<file path="src/rtl/cmp_word_seq_pkg.sv">
// Shared state encoding and nibble width for the nibble-serial word compare sequencer.
package cmp_word_seq_pkg;

  localparam int NIB_W = 4;

  typedef enum logic [1:0] {
    IDLE = 2'd0,
    RUN  = 2'd1,
    DONE = 2'd2
  } state_t;

endpackage

</file>
<file path="src/rtl/cmp_nib_mux.sv">
// Combinational nibble select of latched operands; in signed mode the top nibble's
// bit 3 is inverted on both sides so an unsigned nibble compare gives signed order.
import cmp_word_seq_pkg::*;

module cmp_nib_mux #(
  parameter int NIBBLES = 4
) (
  input  logic [NIB_W*NIBBLES-1:0]   xr,
  input  logic [NIB_W*NIBBLES-1:0]   yr,
  input  logic [$clog2(NIBBLES)-1:0] idx,
  input  logic                       sgn,
  input  logic                       msb,
  output logic [NIB_W-1:0]           a_nib,
  output logic [NIB_W-1:0]           b_nib
);

  localparam int IW = $clog2(NIBBLES);

  logic [NIB_W-1:0] a_sel, b_sel;
  logic [NIB_W-1:0] flip;

  always_comb begin
    a_sel = '0;
    b_sel = '0;
    for (int i = 0; i < NIBBLES; i++) begin
      if (idx == IW'(i)) begin
        a_sel = xr[i*NIB_W +: NIB_W];
        b_sel = yr[i*NIB_W +: NIB_W];
      end
    end
  end

  assign flip  = {sgn & msb, {(NIB_W-1){1'b0}}};
  assign a_nib = a_sel ^ flip;
  assign b_nib = b_sel ^ flip;

endmodule

</file>
<file path="src/rtl/cmp_word_seq.sv">
// Word compare sequencer: walks an external 4-bit comparator MS nibble first, stops on the
// first unequal nibble; k RUN cycles + 1 DONE cycle; start is ignored unless IDLE.
import cmp_word_seq_pkg::*;

module cmp_word_seq #(
  parameter int NIBBLES = 4
) (
  input  logic                     clk,
  input  logic                     rst,
  input  logic                     start,
  input  logic                     SIGNED,
  input  logic [NIB_W*NIBBLES-1:0] X,
  input  logic [NIB_W*NIBBLES-1:0] Y,
  output logic [NIB_W-1:0]         A_nib,
  output logic [NIB_W-1:0]         B_nib,
  output logic                     En_out,
  input  logic                     G_in,
  input  logic                     E_in,
  input  logic                     L_in,
  output logic                     busy,
  output logic                     done,
  output logic                     GT,
  output logic                     EQ,
  output logic                     LT,
  output logic                     ERR
);

  localparam int W  = NIB_W * NIBBLES;
  localparam int IW = $clog2(NIBBLES);
  localparam logic [IW-1:0] IDX_MSB = IW'(NIBBLES - 1);

  state_t          state, state_n;
  logic [IW-1:0]   idx, idx_n;
  logic [W-1:0]    xr, yr;
  logic            sgn;
  logic            load;
  logic            gt_n, eq_n, lt_n, err_n;
  logic            run;
  logic [NIB_W-1:0] a_mux, b_mux;

  always_ff @(posedge clk or posedge rst) begin
    if (rst) begin
      state <= IDLE;
      idx   <= '0;
      xr    <= '0;
      yr    <= '0;
      sgn   <= 1'b0;
      GT    <= 1'b0;
      EQ    <= 1'b0;
      LT    <= 1'b0;
      ERR   <= 1'b0;
    end else begin
      state <= state_n;
      idx   <= idx_n;
      GT    <= gt_n;
      EQ    <= eq_n;
      LT    <= lt_n;
      ERR   <= err_n;
      if (load) begin
        xr  <= X;
        yr  <= Y;
        sgn <= SIGNED;
      end
    end
  end

  always_comb begin
    state_n = state;
    idx_n   = idx;
    load    = 1'b0;
    gt_n    = GT;
    eq_n    = EQ;
    lt_n    = LT;
    err_n   = ERR;
    case (state)
      IDLE: begin
        if (start) begin
          load    = 1'b1;
          idx_n   = IDX_MSB;
          gt_n    = 1'b0;
          eq_n    = 1'b0;
          lt_n    = 1'b0;
          err_n   = 1'b0;
          state_n = RUN;
        end
      end
      RUN: begin
        // Anything other than exactly one flag is a comparator fault.
        case ({G_in, E_in, L_in})
          3'b100: begin
            gt_n    = 1'b1;
            state_n = DONE;
          end
          3'b001: begin
            lt_n    = 1'b1;
            state_n = DONE;
          end
          3'b010: begin
            if (idx == '0) begin
              eq_n    = 1'b1;
              state_n = DONE;
            end else begin
              idx_n = idx - 1'b1;
            end
          end
          default: begin
            err_n   = 1'b1;
            gt_n    = 1'b0;
            eq_n    = 1'b0;
            lt_n    = 1'b0;
            state_n = DONE;
          end
        endcase
      end
      DONE:    state_n = IDLE;
      default: state_n = IDLE;
    endcase
  end

  cmp_nib_mux #(.NIBBLES(NIBBLES)) u_mux (
    .xr    (xr),
    .yr    (yr),
    .idx   (idx),
    .sgn   (sgn),
    .msb   (idx == IDX_MSB),
    .a_nib (a_mux),
    .b_nib (b_mux)
  );

  assign run    = (state == RUN);
  assign busy   = run;
  assign En_out = run;
  assign done   = (state == DONE);
  assign A_nib  = run ? a_mux : '0;
  assign B_nib  = run ? b_mux : '0;

endmodule

</file>
<file path="config.mk">
export PLATFORM = sky130hd
export DESIGN_NAME = cmp_word_seq
export DESIGN_NICKNAME = d
export VERILOG_FILES = /design/src/rtl/cmp_word_seq_pkg.sv /design/src/rtl/cmp_nib_mux.sv /design/src/rtl/cmp_word_seq.sv
export SDC_FILE = /design/constraint.sdc
export NUM_CORES = 1
export LEC_CHECK = 0
export CAP_MARGIN = 20
export CORE_ASPECT_RATIO = 0.75
export CORE_MARGIN = 4
export CORE_UTILIZATION = 32
export CTS_BUF_LIST = sky130_fd_sc_hd__clkbuf_4 sky130_fd_sc_hd__clkbuf_8 sky130_fd_sc_hd__clkbuf_16
export CTS_CLUSTER_DIAMETER = 100
export DETAILED_ROUTE_END_ITERATION = 12
export GPL_ROUTABILITY_DRIVEN = 0
export REMOVE_ABC_BUFFERS = 1
export SETUP_SLACK_MARGIN = 0.15
export SKIP_CTS_REPAIR_TIMING = 1
export SLEW_MARGIN = 15
export SYNTH_ARGS = -nofsm -noshare
export SYNTH_HDL_FRONTEND = slang
export SYNTH_SLANG_ARGS = --single-unit
</file>
<file path="constraint.sdc">
create_clock -name clk -period 2.1 [get_ports clk]
set_input_delay 0.315 -clock clk [delete_from_list [all_inputs] [get_ports clk]]
set_output_delay 0.315 -clock clk [all_outputs]
set_load 0.005 [all_outputs]
</file>
==> results of run 1 <==
## final cells by class
class	instances	area, um2	area share (%)
tap	78	97.59	3.309
inverter	13	53.80	1.824
multi-input combinational	119	1001	33.94
sequential	41	1027	34.83
timing repair buffer	72	668.1	22.66
clock buffer	7	96.34	3.267
clock inverter	1	5.005	0.1697
## where the power goes
| group | total (mW) | internal, mW | switching [mW] |
|---|---|---|---|
| Combinational | 0.820 | 0.465 | 0.355 |
| Clock | 0.551 | 0.297 | 0.254 |
| Sequential | 1.15 | 1.03 | 0.125 |
## cell families after synthesis
| kind of cell | synth area share, % |
|---|---|
| flip-flops | 50.15 |
| AO/OA/AOI/OAI | 14.07 |
| buffers and inverters | 5.565 |
| adder cells (fa/ha/maj) | 3.058 |
| AND/OR/NAND/NOR | 11.13 |
| XOR/XNOR | 1.285 |
| multiplexers | 14.74 |
## flip-flops by register name, summed over array words and instances, names as in the netlist
signal	cells
xr	16
yr	16
idx	2
state	2
EQ	1
ERR	1
GT	1
LT	1
sgn	1
## placed cells by master, fill, tap and decap left out, types with 3 or more instances in the layout
cell             netlist  routed
a21oi_2                0       8
a21oi_1               17       9
clkbuf_8               0       7
nand3b_1               9       9
nand2_1               18      18
nor2_1                 3       3
o21ai_0                9       9
dfrtp_1               41      40
buf_2                  5       6
buf_4                  3      12
mux2_2                25      25
ha_4                   0       4
inv_1                 13      10
a221o_1                8       8
clkdlybuf4s50_1        0      45
buf_6                  0       6
## critical path: stages (launching register included)
cell and delay, ns:
dfrtp_2 0.46, ha_4 0.18, buf_6 0.13, nand3b_1 0.15, a221o_1 0.34, a21oi_2 0.14
buf_2 0.12
## path summary, 6_finish.rpt
kind | start | endpoint | slack, ns | cells past startpoint
setup / recovery | idx[0]$_DFFE_PP0P_ | B_nib[0] | -0.02 | 6
hold / removal | rst | xr[14]$_DFFE_PP0P_ | 0.45 | 3
setup reg to reg | idx[0]$_DFFE_PP0P_ | EQ$_DFFE_PP0P_ | 0.38 | 6
hold reg to reg | xr[12]$_DFFE_PP0P_ | xr[12]$_DFFE_PP0P_ | 0.51 | 1
max in group asynchronous | rst | idx[0]$_DFFE_PP0P_ | 1.28 | 3
min in group clk | xr[12]$_DFFE_PP0P_ | xr[12]$_DFFE_PP0P_ | 0.51 | 1
## metrics by stage
step | total power [mW] | hold WS, ns | util (%)
5_1_grt | 2.700 | 0.5172 | 49.10
6_report | 2.523 | 0.4505 | 49.10
3_5_place_dp | 1.960 | 0.4954 | 46.10
3_3_place_gp | 1.944 | 0.4877 | 46.10
4_1_cts | 2.526 | 0.4639 | 47.79
2_1_floorplan | 1.585 | 0.4318 | -
## metal layers
layer  GRT usage, %  routed length [um]  vias up
met3          3.626                 307        4
met4          4.441                  58        0
met2          17.39                1944       42
met5              0                   0        -
met1          16.77                2238      731
li1               -                   -      781
==> results.py, run 1 <==
metrics = {
    "synthesis": {
        "synth_async_sr_flop_share_pct": 100.0,
        "netlist_area_um2": 2046,
        "synth_cell_types": 34,
        "syn_avg_cell_area_um2": 11.06,
        "synth-main-ff-cell": "dfrtp_1",
        "yosysWarnings": 0,
        "synth_edf_count": 0,
        "synth-seq-cells": 41,
        "yosysMostFrequentCell": "dfrtp_1",
        "synthTopCellsByCount": "dfrtp_1, mux2_2, nand2_1",
        "yosysTopAreaCellShare_pct": 50.15,
        "synthTopCellsByArea": "dfrtp_1, mux2_2, a21oi_1",
        "syn_inst": 185,
        "yosysSeqAreaShare_pct": 50.15,
        "synth_top_cell_by_area": "dfrtp_1",
    },
    "worst_setup_path": {
        "crit_path_end_kind": "output port",
        "cp.arrival_ns": 1.80,
        "worstSetupStartpointType": "register",
        "critPathRequiredTime_ns": 1.78,
        "path_class": "reg -> out",
        "worstPathMaxFanout": 8,
    },
    "floorplanning": {
        "die-area_um2": 7750,
        "fp.coreArea_um2": 6006,
        "ioPinCount": 54,
        "die_h_um": 77.25,
        "start_util_pct": 34.06,
        "num_rows": 24,
        "die_x_um": 100.3,
    },
    "timing": {
        "timing.fmax_ghz": 0.4724,
        "rsz0062_at_grt": "true",
        "worst_pin_slew_ns": 0.5059,
        "min_period_ns": 2.117,
        "slew_viol_final": 0,
        "hold_viol": 0,
        "fin_worst_skew_ns": 0.006422,
        "setup_viol": 2,
        "period_share_pct": 100.8,
        "slew_headroom_pct": 66.27,
        "fin_setup_tns_ns": -0.02195,
        "finalWorstSetupSlack_ns": -0.01699,
    },
    "clock_tree": {
        "clk_pin_slew_worst_paths_ns": 0.08,
        "numCtsBuffers": 5,
        "clock_sinks": 41,
        "htreeDepth": 2,
        "cts_tree": "done",
        "clk_latency_ns": 0.29,
        "cts_root_buf": "clkbuf_8",
        "cts_buffer_depth": 2,
    },
    "cells_and_area": {
        "fillerInstances": 571,
        "n_antenna_cell": 0,
        "fin_area_um2": 2949,
        "drive_gt1_share_pct": 32.81,
        "layout.cells.non_filler": 331,
        "layout.nets": 296,
        "area_growth_pct": 44.16,
    },
    "pwr": {
        "ir_drop_uv": 345.5,
        "powerDensity_nw_per_um2": 855.4,
        "p_leak_nw": 1.238,
    },
    "placement": {
        "placed_area_um2": 2769,
        "placed_cells": 323,
        "portBuffers": 53,
        "pre_cts_ws_ns": -0.1863,
        "hpwl_um": 3243,
    },
    "global_routing": {
        "grt_max_degree": 42,
        "grt_pass1_wl_um": 7355,
        "antenna_found_initial": 0,
        "grt_usage_pct": 12.01,
        "grt_pass1_vias": 1523,
        "grt-ovfl-total": 0,
    },
    "route": {
        "first_pass_iters": 4,
        "drtIter0Drc": 44,
        "route.detailed.drc": 0,
        "ant_nets": 0,
        "vias": 1558,
        "drt-total-wl_um": 4549,
        "wire_per_inst_um": 13.74,
        "via_per_inst": 4.707,
    },
    "status": {
        "status": "finished, violations left",
        "violations": "setup timing",
    },
    "worst_hold_path": {
        "hold_class": "in -> async",
    },
    "job": {
        "cap_violations": 0,
    },
}
Power figures use the tool's default switching activity.
==> inputs of run 2 (changes only) <==
CORE_UTILIZATION = 30   (was 32)
HOLD_SLACK_MARGIN = 0.03   (was default)
==> run 2 against run 1 <==
  * Largest power group unchanged
  * Via count up 4.4%
  * Critical path type unchanged
  * Routed wire length increased by 7.1%
  * The run still ends with setup timing left
  * Combinational power increased by 5.1%
  * Largest cell class unchanged
  * Cell area is 3.4% higher
  * Sequential power about the same
  * Maximum frequency down 6.1%
  * Clock skew shrank 0.00094 ns
  * Final cell count increased by 3.3%
  * Core utilization shrank 1.8 points
==> results.py, run 2 (synthesis gave the netlist of run 1 again) <==
metrics = {
    "timing": {
        "finalWorstSetupSlack_ns": -0.1546,
        "slew_headroom_pct": 45.39,
        "fin_worst_skew_ns": 0.005480,
        "rsz0062_at_grt": "true",
        "slew_viol_final": 0,
        "worst_pin_slew_ns": 0.8140,
        "min_period_ns": 2.255,
        "fin_setup_tns_ns": -0.8874,
        "timing.fmax_ghz": 0.4435,
        "hold_viol": 0,
        "setup_viol": 8,
        "period_share_pct": 107.4,
    },
    "clock_tree": {
        "htreeDepth": 2,
        "cts_buffer_depth": 2,
        "numCtsBuffers": 5,
        "clock_sinks": 41,
        "cts_tree": "done",
        "clk_pin_slew_worst_paths_ns": 0.08,
        "cts_root_buf": "clkbuf_8",
        "clk_latency_ns": 0.29,
    },
    "route": {
        "via_per_inst": 4.757,
        "ant_nets": 0,
        "drt-total-wl_um": 4874,
        "wire_per_inst_um": 14.25,
        "drtIter0Drc": 26,
        "first_pass_iters": 4,
        "route.detailed.drc": 0,
        "vias": 1627,
    },
    "global_routing": {
        "grt_max_degree": 30,
        "grt_pass1_wl_um": 7679,
        "grt-ovfl-total": 0,
        "grt_usage_pct": 11.88,
        "grt_pass1_vias": 1629,
        "antenna_found_initial": 0,
    },
    "cells_and_area": {
        "layout.cells.non_filler": 342,
        "most-common-layout-cells": "clkdlybuf4s50_1, dfrtp_1, mux2_2",
        "layout.nets": 304,
        "final_common_cell": "clkdlybuf4s50_1",
        "top_regs": "xr: 16 flops, yr: 16 flops",
        "n_antenna_cell": 0,
        "drive_gt1_share_pct": 33.33,
        "area_growth_pct": 49.11,
    },
    "worst_setup_path": {
        "crit_path_end_kind": "output port",
        "path_class": "reg -> out",
        "worstSetupStartpointType": "register",
        "critPathRequiredTime_ns": 1.78,
        "cp.arrival_ns": 1.94,
        "worstPathMaxFanout": 6,
    },
    "floorplanning": {
        "die_x_um": 103.4,
        "start_util_pct": 31.75,
        "ioPinCount": 54,
        "die_h_um": 79.52,
        "fp.coreArea_um2": 6444,
        "num_rows": 25,
        "die-area_um2": 8218,
    },
    "placement": {
        "portBuffers": 53,
        "placed_cells": 321,
        "hpwl_um": 3346,
    },
    "pwr": {
        "totalPowerFinal_mw": 2.681,
        "powerDensity_nw_per_um2": 878.9,
        "p_leak_nw": 1.335,
        "ir_drop_uv": 318.5,
    },
    "status": {
        "status": "finished, violations left",
        "violations": "setup timing",
    },
    "job": {
        "cap_violations": 0,
    },
    "worst_hold_path": {
        "hold_class": "in -> async",
    },
}
-- run 2: changes by cell type in the layout (fill, tap and decap cells not counted), sizes merged --
cell           before  now
bufinv              0    1
inv                13   11
dlymetal6s2s        0    3
clkdlybuf4s50      45   43
buf                25   31
clkbuf              9   10
clkinvlp            0    1
-- run 2: power by group --
part | leakage [nW] | switching, mW | internal [mW]
clock | 0.0619 | 0.270 | 0.401
combinational | 0.786 | 0.363 | 0.499
sequential | 0.487 | 0.123 | 1.03
total | 1.33 | 0.755 | 1.93
-- run 2: per-layer routing --
layer,GRT usage (%),vias to the layer above,part of all wire (%)
li1,-,798,-
met1,16.30,784,49
met2,18.00,43,44
met3,2.795,2,6.7
met4,4.528,0,0.74
met5,0,-,0
-- run 2: final timing paths --
check	startpoint	end	slack [ns]	cells after the start
max	idx[0]$_DFFE_PP0P_	A_nib[3]	-0.15	7
min	rst	xr[9]$_DFFE_PP0P_	0.39	2
max reg2reg	idx[1]$_DFFE_PP0P_	EQ$_DFFE_PP0P_	0.32	7
min reg2reg	yr[0]$_DFFE_PP0P_	yr[0]$_DFFE_PP0P_	0.51	1
max in group asynchronous	rst	state[0]$_DFFE_PP0P_	1.19	3
min in group clk	yr[0]$_DFFE_PP0P_	yr[0]$_DFFE_PP0P_	0.51	1
-- run 2: final cells by class --
type,count,area (um2)
Multi-Input combinational cell,119,974.7
Sequential cell,41,1027
Timing Repair Buffer,80,774.5
Clock inverter,1,30.03
Clock buffer,7,90.09
Inverter,13,52.55
Fill cell,619,3393
Tap cell,81,101.3
-- run 2: through the flow --
stage                     area [um2]  util (%)  setup WS, ns  hold WS [ns]
final                           3050     47.34       -0.1546        0.3897
after detailed placement        2760     42.84       -0.3048        0.4961
after CTS                       2880     44.70       -0.6636        0.4156
after floorplan                 1981         -        -1.755        0.4318
after global placement          2760     42.84       -0.2651        0.4894
after global routing            3050     47.34       -0.2246        0.4410
-- run 2: worst max-delay path: stages (launching register included) --
cell and delay, ns:
dfrtp_2 0.44, buf_6 0.13, ha_4 0.19, buf_6 0.12
nand3b_1 0.14, a221o_1 0.35, a21oi_2 0.15, buf_2 0.12
==> inputs of run 3 (changes only) <==
CORE_MARGIN = default   (was 4)
GPL_ROUTABILITY_DRIVEN = default   (was 0)
==> run 3 against run 2 <==
  * The run still ends with setup timing left
  * Non-clock buffer count is the same
  * Routed wire length shrank 3.0%
  * Core utilization shrank 0.64 points
  * Cell area shrank 1.4%
  * Largest power group unchanged
  * Global-route usage grew 1.5 points
  * Critical path type unchanged
  * Die area shrank 13%
  * Sequential cell count is the same
  * Register-to-register slack lost 0.09 ns
==> results.py, run 3 (synthesis gave the netlist of run 1 again) <==
metrics = {
    "timing": {
        "rsz0062_at_grt": "true",
        "fin_worst_skew_ns": 0.007381,
        "slew_headroom_pct": 64.86,
        "min_period_ns": 2.185,
        "period_share_pct": 104.1,
        "worst_pin_slew_ns": 0.5272,
        "timing.fmax_ghz": 0.4576,
        "hold_viol": 0,
        "hold_slack_ns": 0.4495,
        "fin_setup_tns_ns": -0.2097,
        "setup_viol": 7,
        "slew_viol_final": 0,
        "finalWorstSetupSlack_ns": -0.08538,
    },
    "route": {
        "drt-total-wl_um": 4728,
        "route.detailed.drc": 0,
        "via_per_inst": 4.733,
        "vias": 1614,
        "first_pass_iters": 4,
        "ant_nets": 0,
        "drtIter0Drc": 45,
        "wire_per_inst_um": 13.87,
    },
    "worst_setup_path": {
        "cp.arrival_ns": 1.87,
        "path_depth": 8,
        "reg2reg_depth": 8,
        "r2r-start": "idx[0]$_DFFE_PP0P_",
        "crit_path_end_kind": "output port",
        "startpoint": "idx[0]$_DFFE_PP0P_",
        "r2r_slack_ns": 0.23,
        "rr_endpoint": "EQ$_DFFE_PP0P_",
        "max_stage_delay_ns": 0.44,
        "worstSetupStartpointType": "register",
        "path_buf_inv": 4,
        "slowest_stage": "dfrtp_2",
        "worstPathMaxFanout": 5,
        "critPathRequiredTime_ns": 1.78,
        "path_class": "reg -> out",
        "cp_cell_sequence": "inv_4, buf_12, ha_4, buf_6, nand3b_1, a221o_1, a21oi_2, dlymetal6s2s_1",
        "crit_path_end": "B_nib[3]",
        "cp_top_family": "buffers and inverters",
    },
    "clock_tree": {
        "cts_root_buf": "clkbuf_8",
        "clk_pin_slew_worst_paths_ns": 0.07,
        "clk_latency_ns": 0.29,
        "cts_tree": "done",
        "cts_buffer_depth": 2,
        "numCtsBuffers": 5,
        "htreeDepth": 2,
        "clock_sinks": 41,
    },
    "cells_and_area": {
        "drive_gt1_share_pct": 33.46,
        "multi_input_area_um2": 984.7,
        "layout.nets": 304,
        "fillerInstances": 615,
        "final_common_cell": "clkdlybuf4s50_1",
        "area_growth_pct": 47.09,
        "top_regs": "xr: 16 flops, yr: 16 flops",
        "n_antenna_cell": 0,
        "layout.cells.non_filler": 341,
        "seq_area_um2": 1027,
        "most-common-layout-cells": "clkdlybuf4s50_1, dfrtp_1, mux2_2",
    },
    "placement": {
        "portBuffers": 53,
        "placed_cells": 323,
        "routabilityCongestion": 0.6976,
        "hpwl_um": 3187,
    },
    "worst_hold_path": {
        "hold_class": "in -> async",
    },
    "pwr": {
        "powerDensity_nw_per_um2": 848.0,
        "netSwitchingFraction_pct": 29.27,
        "p_sw_mw": 0.7470,
        "combPwrFrac_pct": 34.3,
        "p_int_mw": 1.805,
        "p_leak_nw": 1.319,
        "pwr-share-seq_pct": 44.9,
        "totalPowerFinal_mw": 2.552,
        "ir_drop_uv": 301.2,
        "clockPowerShare_pct": 20.7,
    },
    "job": {
        "cap_violations": 0,
    },
    "floorplanning": {
        "ioPinCount": 54,
        "die_h_um": 73.52,
        "num_rows": 25,
        "fp.coreArea_um2": 6444,
        "start_util_pct": 31.75,
        "die_x_um": 97.35,
        "die-area_um2": 7157,
    },
    "status": {
        "status": "finished, violations left",
        "violations": "setup timing",
    },
    "global_routing": {
        "grt_pass1_vias": 1476,
        "grt_max_degree": 42,
        "grt-ovfl-total": 0,
        "grt_usage_pct": 13.34,
        "grt_pass1_wl_um": 7396,
        "antenna_found_initial": 0,
    },
}
run 3: changes by cell type in the layout (fill, tap and decap cells not counted):
cell | previous run | this run
buf_12 | 4 | 3
buf_2 | 4 | 7
buf_4 | 18 | 22
buf_6 | 5 | 2
bufinv_16 | 1 | 0
clkbuf_2 | 3 | 0
clkinv_1 | 1 | 0
ha_2 | 2 | 1
ha_4 | 2 | 3
inv_4 | 0 | 1
run 3: per-stage QoR:
step	cell area (um2)	utilization [%]	setup WS, ns
2_1_floorplan	1981	-	-1.755
3_3_place_gp	2763	42.87	-0.2756
3_5_place_dp	2763	42.87	-0.3239
4_1_cts	2853	44.27	-0.6553
5_1_grt	3009	46.70	-0.1603
6_report	3009	46.70	-0.08538
run 3: power groups by stage:
stage | combinational (mW) | sequential (mW) | clock, mW
after CTS | 0.814 | 1.14 | 0.547
after detailed placement | 0.810 | 1.16 | 0
after global placement | 0.796 | 1.15 | 0
final | 0.876 | 1.15 | 0.529
after floorplan | 0.452 | 1.13 | 0
after global routing | 0.960 | 1.18 | 0.584
run 3: final cells by class:
type	instances	share of cell area, %
well taps	81	3.368
clock buffers	7	2.994
inverters	13	1.830
flip-flops and latches	41	34.14
repair buffers	80	24.95
multi-input cells	119	32.72
run 3: worst min path at each step:
stage / start / to / depth (start not counted)
global route: rst / xr[7]$_DFFE_PP0P_ / 3
detailed placement: yr[6]$_DFFE_PP0P_ / yr[6]$_DFFE_PP0P_ / 1
floorplan: X[10] / xr[10]$_DFFE_PP0P_ / 2
finish: rst / xr[7]$_DFFE_PP0P_ / 3
global placement: xr[12]$_DFFE_PP0P_ / xr[12]$_DFFE_PP0P_ / 1
CTS: rst / xr[7]$_DFFE_PP0P_ / 3
run 3: worst register-to-register path: stages, from the launching register on:
cell,delay (ns)
dfrtp_2,0.41
inv_4,0.06
buf_12,0.12
ha_4,0.17
buf_4,0.12
buf_4,0.11
or2_2,0.31
o221a_2,0.27
o211a_1,0.20
run 3: metal layers:
metal  vias to the layer above  part of all wire [%]  wire length, um  global-route usage [%]
met5                         -                     0                0                       0
met4                         0                  0.44               21                   3.431
met1                       779                    52             2476                   19.80
met3                         2                   5.4              254                   4.377
li1                        797                     -                -                       -
met2                        36                    42             1977                   18.47
